===== config.mk =====
export PLATFORM = sky130hd
export DESIGN_NAME = riscmodified_regfile
export DESIGN_NICKNAME = d
export VERILOG_FILES = /design/src/rtl/riscmodified_regfile.sv
export SDC_FILE = /design/constraint.sdc
export NUM_CORES = 1
export LEC_CHECK = 0
export ABC_AREA = 1
export ABC_CLOCK_PERIOD_IN_PS = 2100
export CAP_MARGIN = 40
export CORE_MARGIN = 10
export CORE_UTILIZATION = 39
export CTS_BUF_LIST = sky130_fd_sc_hd__clkbuf_4
export DETAILED_ROUTE_END_ITERATION = 12
export HOLD_SLACK_MARGIN = 0.15
export SLEW_MARGIN = 20
export SYNTH_ARGS = -nofsm -noshare
export SYNTH_HDL_FRONTEND = slang
export SYNTH_SLANG_ARGS = --single-unit

===== constraint.sdc =====
create_clock -name Clk -period 2.1 [get_ports Clk]
set_input_delay 0.21 -clock Clk [delete_from_list [all_inputs] [get_ports Clk]]
set_output_delay 0.21 -clock Clk [all_outputs]
set_load 0.01 [all_outputs]

===== src/rtl/riscmodified_regfile.sv =====
// 8 x 16-bit register file, R0 hardwired to zero, two registered read ports with write bypass.
// One-cycle read latency; Stall freezes both read outputs but never blocks a write.
module riscmodified_regfile #(
   parameter int WIDTH = 16,
   parameter int DEPTH = 8
) (
   input  logic                     Clk,
   input  logic                     Reset,
   input  logic [$clog2(DEPTH)-1:0] RdAddrA,
   input  logic [$clog2(DEPTH)-1:0] RdAddrB,
   input  logic                     Stall,
   input  logic                     WrEn,
   input  logic [$clog2(DEPTH)-1:0] WrAddr,
   input  logic [WIDTH-1:0]         WrData,
   output logic [WIDTH-1:0]         RdDataA,
   output logic [WIDTH-1:0]         RdDataB,
   output logic                     ZeroWrite
);

   localparam int AW = $clog2(DEPTH);

   // R0 has no storage; index 0 simply never matches any entry below.
   logic [WIDTH-1:0] regs_q [1:DEPTH-1];
   logic [WIDTH-1:0] regs_d [1:DEPTH-1];
   logic [WIDTH-1:0] rd_a_q, rd_a_d;
   logic [WIDTH-1:0] rd_b_q, rd_b_d;
   logic             zero_wr_q, zero_wr_d;

   always_comb begin
      regs_d    = regs_q;
      zero_wr_d = WrEn && (WrAddr == '0);
      for (int i = 1; i < DEPTH; i++) begin
         if (WrEn && (WrAddr == AW'(i))) begin
            regs_d[i] = WrData;
         end
      end
   end

   // Each port resolves independently; a same-cycle write to the read address wins over storage.
   always_comb begin
      rd_a_d = rd_a_q;
      rd_b_d = rd_b_q;
      if (!Stall) begin
         rd_a_d = '0;
         rd_b_d = '0;
         for (int i = 1; i < DEPTH; i++) begin
            if (RdAddrA == AW'(i)) begin
               rd_a_d = (WrEn && (WrAddr == AW'(i))) ? WrData : regs_q[i];
            end
            if (RdAddrB == AW'(i)) begin
               rd_b_d = (WrEn && (WrAddr == AW'(i))) ? WrData : regs_q[i];
            end
         end
      end
   end

   always_ff @(posedge Clk) begin
      if (Reset) begin
         for (int i = 1; i < DEPTH; i++) begin
            regs_q[i] <= '0;
         end
         rd_a_q    <= '0;
         rd_b_q    <= '0;
         zero_wr_q <= 1'b0;
      end else begin
         regs_q    <= regs_d;
         rd_a_q    <= rd_a_d;
         rd_b_q    <= rd_b_d;
         zero_wr_q <= zero_wr_d;
      end
   end

   assign RdDataA   = rd_a_q;
   assign RdDataB   = rd_b_q;
   assign ZeroWrite = zero_wr_q;

endmodule


==> qor.txt <==
Seq cells post-synth -> 145
Clock Latency Late Sink -> 0.57 ns
GPL Wtd Cong -> 0.8996
GRT Total Usage -> 20.11%
Die area -> 26010 um^2
Overflow after GRT -> 0
Placed cells -> 1630
Measured slew at the worst slew-check pin -> 0.4674 ns
Vias in the first global route -> 7700
Hold slack final -> 0.3961 ns
Final WL -> 26.43 mm
CP max stage delay -> 0.58 ns
TritonCTS clock tree -> yes
Worst Path Max Fanout -> 2
Outcome -> completed
DR pass1 iterations -> 5
Startpoint of the worst hold path -> WrData[1]
Final instance area -> 9781 um^2
Number of enable flip-flop cells after synthesis -> 0
Library cells used by synthesis -> 27
CP Launch Type -> register
Die Height -> 161.3 um
Worst vdd ir -> 303.3 uV
Htree depth -> 4
Slew Viols, Final -> 0
Pwr per Cell Area -> 618.0 nW/um^2
RSZ-0062 raised after global routing -> no
CP Data Arrival Time -> 1.57 ns
Hold depth -> 3
Share of the yosys chip area belonging to registers -> 37.29%
Rel. slew slack -> 68.72%
Post-Synthesis Mean Instance Area -> 6.179 um^2
Crit share post-route -> 84.81%
Core area -> 19530 um^2
Die X -> 161.3 um
Final Critical Period -> 1.781 ns
Initial Utilization -> 39.87%
Hold Crit Class -> in2reg
Reg2Reg Depth -> 7
DRC -> 0
First-pass GRT wire length -> 41.61 mm
Post-DR vias/cell -> 5.010
DR iter-0 viols -> 785
R2r endpoint -> RdDataB[3]
Pin count of the biggest net entering global routing -> 65
Syn Inst Count -> 1260
Final net count -> 1414
Mapped Area -> 7785 um^2
Ys flop type -> dfxtp_1
Worst slack, placed -> -0.08658 ns
CP Data Required Time -> 1.89 ns
Synth Net Count -> 1289
Hold Path Sink -> regs_q[17]
DR vias -> 8337
Critical R2R Launch -> regs_q[67]
Wire per inst -> 15.88 um
Final Non-Filler Cells -> 1664
Ys Warns -> 0
Final hold violation count -> 0
IO buf count -> 61
Yosys top cell area share -> 37.29%
DRT antenna net count -> 0
Placed inst area -> 9455 um^2
Worst-path clk slew -> 0.14 ns
I/O pins -> 62
Initial antenna violation count -> 1
Synth top cells by count -> 342 x nand2_1, 208 x nor2_1, 171 x inv_1
Root Buffer -> clkbuf_4
Setup WS post-layout -> 0.3190 ns
CTS buffer count -> 17
Top delay family on crit path -> buffers and inverters
Final setup viols -> 0
Clock sink count -> 145
Most frequent cell after synthesis -> nand2_1
Layout cells sized above 1 -> 12.88%
Worst Skew -> 0.01808 ns
Leakage -> 4.697 nW
HPWL Detailed -> 18.48 mm
Worst Path Buf+Inv -> 1
CTS max path bufs -> 2
Crit-path cells -> clkdlybuf4s50_1
Synth-to-Final Area Change -> 25.63%
R2R Setup Slk -> 0.84 ns
Rows -> 51
Kind of end point of the critical path -> output port
Total of max-cap violations -> 0
Synth area leader -> dfxtp_1
Top post-synthesis cells by area -> dfxtp_1 37%, nand2_1 16%, nor2_1 10%, nand3_1 8.7%, inv_1 8.2%
Fraction of registers with async set/reset -> 0%
Slowest cell on the critical path -> clkdlybuf4s50_1
CP Class -> reg2out
Max Fclk -> 561.5 MHz
==> layout make-up <==
cell class / count / area (um^2)
fillers: 2071 / 9746
flip-flops and latches: 145 / 2903
multi-input cells: 880 / 3954
diodes: 1 / 2.502
clock buffers: 18 / 135.1
clock inverters: 14 / 177.7
inverters: 176 / 660.6
well taps: 265 / 331.6
repair buffers: 165 / 1617
==> repair_timing <==
action / 4_1_cts / 5_1_grt
endpoints found under the hold margin: 14 / 0
hold buffers: 1 / 0
resized for setup: 0 / 0
setup buffers: 0 / 0
setup endpoints to repair: 0 / 0
==> per-stage QoR <==
step                      utilization (%)  setup TNS [ns]  power (W)
after floorplan                         -               0   0.003565
after global placement              48.42         -0.1078   0.004079
after detailed placement            48.42         -0.2859   0.004088
after CTS                           50.08               0   0.006078
after global routing                50.09               0   0.006324
final                               50.09               0   0.006044
==> logic make-up after synthesis <==
| kind of cell | after synthesis | synth area share, % |
|---|---|---|
| and+or+nand+nor | 771 | 42.91 |
| buffers and inverters | 235 | 11.93 |
| DFF | 145 | 37.29 |
| AOI/OAI and AO/OA | 109 | 7.875 |
==> cells in the final DEF, fill, tap and decap left out, types with 3 or more instances in the layout <==
cell,synthesis,layout
nor3_2,5,5
inv_1,171,171
or2_1,4,4
inv_6,0,5
nand4_1,32,32
or2_2,19,19
nand2_1,342,342
nand3_1,135,135
clkbuf_4,0,18
nor2_1,208,208
bufinv_16,0,3
nand2_2,3,3
o21ai_1,32,32
nand3b_1,15,15
inv_2,4,4
buf_12,0,18
clkdlybuf4s50_1,0,60
o211ai_1,18,18
o21ai_2,6,6
o21ai_0,51,51
buf_4,4,86
dfxtp_1,145,145
nor2_2,4,4
clkinv_4,0,3
==> routing by layer <==
| metal | wire, um | track usage [%] |
|---|---|---|
| met1 | 12520 | 27.35 |
| met2 | 11500 | 31.32 |
| met3 | 1872 | 3.737 |
| met4 | 541 | 6.741 |
| met5 | 0 | 0 |
==> flip-flops by register name, indices dropped and copies added, names as in the netlist <==
register	count
RdDataB	16
ZeroWrite	1
RdDataA	16
regs_q	112
==> worst max path at each step <==
stage                      from     endpoint  slack, ns  depth (start not counted)
floorplan            RdAddrA[2]  RdDataA[10]       0.70                         10
global placement      WrAddr[0]   RdDataB[5]      -0.04                         11
detailed placement    WrAddr[1]   RdDataB[5]      -0.09                         11
CTS                  RdDataB[8]   RdDataB[8]       0.26                          1
global route         RdDataB[8]   RdDataB[8]       0.26                          1
finish              RdDataB[12]  RdDataB[12]       0.32                          1
==> power breakdown <==
group / total [W] / leakage [nW] / switching, W / internal [W]
registers: 0.00292 / 1.18 / 0.0000504 / 0.00287
clock network: 0.00200 / 0.168 / 0.00114 / 0.000859
logic: 0.00113 / 3.35 / 0.000676 / 0.000451
Note: power is estimated with default switching activity, not from simulation.
